<file path="config.mk">
export PLATFORM = sky130hd
export DESIGN_NAME = toggler_bank
export DESIGN_NICKNAME = d
export VERILOG_FILES = /design/src/rtl/toggler_bank.sv
export SDC_FILE = /design/constraint.sdc
export NUM_CORES = 1
export LEC_CHECK = 0
export ABC_AREA = 1
export BUFFER_PORTS_ARGS = -buffer_cell sky130_fd_sc_hd__buf_2
export CELL_PAD_IN_SITES_DETAIL_PLACEMENT = 0
export CELL_PAD_IN_SITES_GLOBAL_PLACEMENT = 1
export CORE_UTILIZATION = 40
export CTS_CLUSTER_SIZE = 40
export DETAILED_ROUTE_END_ITERATION = 12
export PLACE_DENSITY_LB_ADDON = 0.1
export SLEW_MARGIN = 20
export SYNTH_ARGS = -nofsm -noshare
export SYNTH_HDL_FRONTEND = slang
export SYNTH_SLANG_ARGS = --single-unit
</file>
<file path="constraint.sdc">
create_clock -name clk -period 4.4 [get_ports clk]
set_input_delay 0.44 -clock clk [delete_from_list [all_inputs] [get_ports clk]]
set_output_delay 0.44 -clock clk [all_outputs]
set_load 0.05 [all_outputs]
</file>
<file path="src/rtl/toggler_bank.sv">
// toggler_bank: bank of mode-selectable toggle bits with shared prescaler and saturating transition counters.
// Define TOGGLER_EDGE_DETECT_EN to make MANUAL mode flip only on rising edges of toggle_i.
module toggler_bank #(
  parameter int CHANNELS = 8,
  parameter int CNT_W = 8,
  parameter int DIV_W = 16,
  parameter int CH_W = (CHANNELS > 1) ? $clog2(CHANNELS) : 1
) (
  input  logic                clk,
  input  logic                rst,
  input  logic [CHANNELS-1:0] toggle_i,
  input  logic                cfg_we_i,
  input  logic [CH_W-1:0]     cfg_ch_i,
  input  logic [1:0]          cfg_mode_i,
  input  logic [DIV_W-1:0]    div_i,
  input  logic                clr_cnt_i,
  input  logic [CH_W-1:0]     rd_ch_i,
  output logic [CHANNELS-1:0] q_o,
  output logic [CNT_W-1:0]    cnt_o,
  output logic                tick_o
);
  localparam logic [1:0] HOLD = 2'd0, MANUAL = 2'd1, AUTO = 2'd2;
  localparam logic [CNT_W-1:0] CNT_MAX = '1;
  logic [1:0]          mode   [CHANNELS];
  logic [CNT_W-1:0]    cnt    [CHANNELS];
  logic [CNT_W-1:0]    cnt_rd [2**CH_W];
  logic [DIV_W-1:0]    pre;
  logic [CHANNELS-1:0] man, q_n;
  logic                wrap;
  assign wrap = pre >= div_i;
`ifdef TOGGLER_EDGE_DETECT_EN
  logic [CHANNELS-1:0] toggle_d;
  always_ff @(posedge clk or posedge rst)
    if (rst) toggle_d <= '0;
    else toggle_d <= toggle_i;
  assign man = toggle_i & ~toggle_d;
`else
  assign man = toggle_i;
`endif
  always_comb begin
    for (int c = 0; c < CHANNELS; c++)
      q_n[c] = mode[c] == HOLD   ? q_o[c] :
               mode[c] == MANUAL ? q_o[c] ^ man[c] :
               mode[c] == AUTO   ? q_o[c] ^ tick_o : toggle_i[c];
  end
  // unused read slots past CHANNELS read back as zero
  always_comb begin
    for (int i = 0; i < 2**CH_W; i++) cnt_rd[i] = '0;
    for (int c = 0; c < CHANNELS; c++) cnt_rd[c] = cnt[c];
  end
  always_ff @(posedge clk or posedge rst)
    if (rst) begin
      q_o <= '0;
      pre <= '0;
      tick_o <= 1'b0;
      cnt_o <= '0;
      for (int c = 0; c < CHANNELS; c++) begin
        mode[c] <= MANUAL;
        cnt[c] <= '0;
      end
    end else begin
      q_o <= q_n;
      pre <= wrap ? '0 : pre + DIV_W'(1);
      tick_o <= wrap;
      cnt_o <= cnt_rd[rd_ch_i];
      for (int c = 0; c < CHANNELS; c++) begin
        if (cfg_we_i && cfg_ch_i == CH_W'(c)) mode[c] <= cfg_mode_i;
        cnt[c] <= clr_cnt_i ? '0 :
                  (q_n[c] != q_o[c] && cnt[c] != CNT_MAX) ? cnt[c] + CNT_W'(1) : cnt[c];
      end
    end
endmodule

</file>
==> summary.txt <==
Finish
  – Fill count: 1854
  – Most common cell after layout, fill and taps aside: nand2_1
  – Non-Filler Instances: between 1000 and 1500
  – Area of the multi-input gates: 0.00398 mm2
  – Share of layout cells above drive strength 1: 0.127
  – Layout area overhead: 14.5%
  – Fin nets: 1131
  – Most frequent cells in the layout: nand2_1 (269), inv_1 (115), nand3_1 (107), nor2_1 (105), dfrtp_1 (105)
  – Ant. Diodes: 0
  – Storage cell area: 0.00284 mm2

Critical path
  – WS Path Type: in2reg
  – Required time of the critical path: 4.70 ns
  – CP Capture Type: register
  – CP Data Arrival Time: 2.44 ns
  – Worst reg2reg path depth: 9
  – CP Launch Type: input pin
  – Crit path max fanout: 76

STA
  – Tmin final: 2.14 ns
  – Pins over their slew limit: 0
  – Setup TNS: 0 ns
  – Measured slew at the worst slew-check pin: 1.02 ns
  – Final setup fails: 0
  – Max-slew headroom: 0.322
  – Final-report hold violation count: 0
  – PnR worst setup slack: 2.26 ns
  – RSZ-0062 raised after global routing: no
  – Final period util: 0.487
  – Worst Clk Skew: between 0.008 and 0.009 ns
  – Fmax: 467 MHz

Clock network
  – TritonCTS clock tree: done
  – Setup Buffers After CTS: 0
  – Post-CTS Hold Buffers: 0
  – H-tree Lvls: 4
  – Post_cts resized: 0
  – Clock-pin transition on the worst setup and hold timing paths: 0.05 ns
  – Clock buffer depth: 2
  – Root Driver: clkbuf_16
  – TritonCTS Buffers: 17
  – Worst-Skew Late Latency: 0.42 ns
  – Clk sinks: roughly 110

Run status
  – Failing checks: design-rule violations
  – Status: complete, but fails checks

Logic synthesis
  – Synth Area in Compound Gates: 0.0683
  – Xor-xnor portion of the synthesized cell area: 0.0578
  – Synth cell types: 31
  – FF+latch count, synth: 113
  – Post-synth EDFFs: 0
  – Synth Area in Simple Gates: 0.368
  – Ys Warns: 0
  – Mux share of post-synthesis cell area: 0
  – Syn Nets: between 1000 and 1500
  – Sequential-to-total area share from yosys stat: 0.382
  – Main synth FF type: dfrtp_1
  – FFs w/ async S/R, synth: 1.00
  – Synthesized cell area: 0.00742 mm2
  – Synth Area per Inst: 7.23 um2
  – Largest family of logic cells by synthesized area: simple AND/OR/NAND/NOR gates
  – Post-Syn Instances: 1026
  – Synth Area in Adders: 0.0422

Global route
  – Total global routing overflow: 0
  – First-pass GRT wire length: 32200 um
  – Total track usage: 0.211
  – Number of global-route vias before repair: 6365
  – Initial antenna violation count: 0
  – Largest net degree at the start of global routing: 77

Die
  – Starting Density: 0.410
  – CORE AREA: 0.0181 mm2
  – Die W: 138 um
  – Die area: ~0.019 mm2
  – Die Y: between 100 and 150 um
  – Boundary Pins: 53
  – Row cnt: 49

Pwr
  – Pwr per Cell Area: approximately 480 mW/mm2
  – Max VDD drop: roughly 0.30 mV
  – Leak: about 4.5 nW
  – Total power: 4.11 mW

Route
  – Drt wl/cell: 14.3 um
  – Routed vias/inst: 5.05
  – Post-DRT Antenna Nets: 0
  – DRT iter0 DRCs: between 400 and 500
  – Via Count: between 6000 and 7000
  – Drt first pass iters: 10
  – Post-route DRC: 4
  – WL final: ~19000 um

Place
  – # placed instances: 1280
  – RePlAce Congestion: a little over 0.8
  – Input/output buffers: 52
  – Pre-CTS WS: 1.82 ns
  – Hpwl dp: 13500 um

Worst hold path
  – Hold Crit Class: in2async

Run
  – Number of max-cap violations: 0
path summary, 6_finish.rpt:
path,from,endpoint,slack [ns]
worst min-delay path,rst,mode[5]$_DFFE_PP0P_,0.14
worst min register to register,mode[14]$_DFFE_PP1P_,mode[14]$_DFFE_PP1P_,0.52
worst max register to register,tick_o$_DFF_PP0_,cnt[14]$_DFFE_PP0P_,2.29
min in group clk,cfg_mode_i[1],mode[1]$_DFFE_PP0P_,0.25
worst max-delay path,clr_cnt_i,cnt[38]$_DFFE_PP0P_,2.26
max in group asynchronous,rst,cnt[41]$_DFFE_PP0P_,3.32
state kept, by name, indices dropped and copies added, names as in the netlist:
register	count
q_o	8
cnt	64
pre	16
cnt_o	8
tick_o	1
mode	16
logic make-up (layout without fill, tap and decap cells):
family	after synthesis	in the layout
and+or+nand+nor	589	589
DFF	113	113
buffers and inverters	152	209
xor gates and xnor gates	49	49
AOI/OAI and AO/OA	98	98
adders and majority gates	25	25
metal layers:
layer / vias up / wire, um / track usage
met5: - / 0 / 0
met4: 0 / 212 / 0.0615
met3: 13 / 584 / 0.0405
met2: 93 / 9170 / 0.351
met1: 3074 / 8790 / 0.278
li1: 3440 / - / -
layout make-up:
cell class,count,area share
inverters,122,0.0543
repair buffers,55,0.0333
clock buffers,22,0.0546
multi-input cells,761,0.469
flip-flops and latches,113,0.334
clock inverters,10,0.0214
well taps,229,0.0337
worst max-delay path, cell delays in order:
cell and delay (ns):
buf_2 0.28, clkinv_2 0.86, buf_4 0.61, nand4_1 0.15
nand2_1 0.06
where the power goes:
group          switching (mW)  internal, mW  leakage (nW)
registers               0.237          1.22          1.50
logic                   0.807         0.322          2.70
clock network           0.493          1.03         0.314
total                    1.54          2.57          4.51
Yosys cell counts (11+ instances only):
cell type	number	area, um2
nand4_1	56	350
nand3_1	107	536
dfrtp_1	105	2630
nand2_4	12	135
inv_1	116	435
o21ai_0	65	325
ha_1	25	313
nand3_2	14	140
nand2_1	269	1010
buf_2	16	80.1
clkbuf_1	11	41.3
xor2_1	39	342
nor2_1	105	394
a21oi_1	22	110
per-stage QoR:
stage	area (um2)	hold WS, ns	util
6_report	8500	0.145	0.470
5_1_grt	8500	0.201	0.470
4_1_cts	8500	0.163	0.470
3_5_place_dp	7850	0.506	0.434
3_3_place_gp	7850	0.504	0.434
2_1_floorplan	7420	0.472	-
Note: power is estimated with default switching activity, not from simulation.
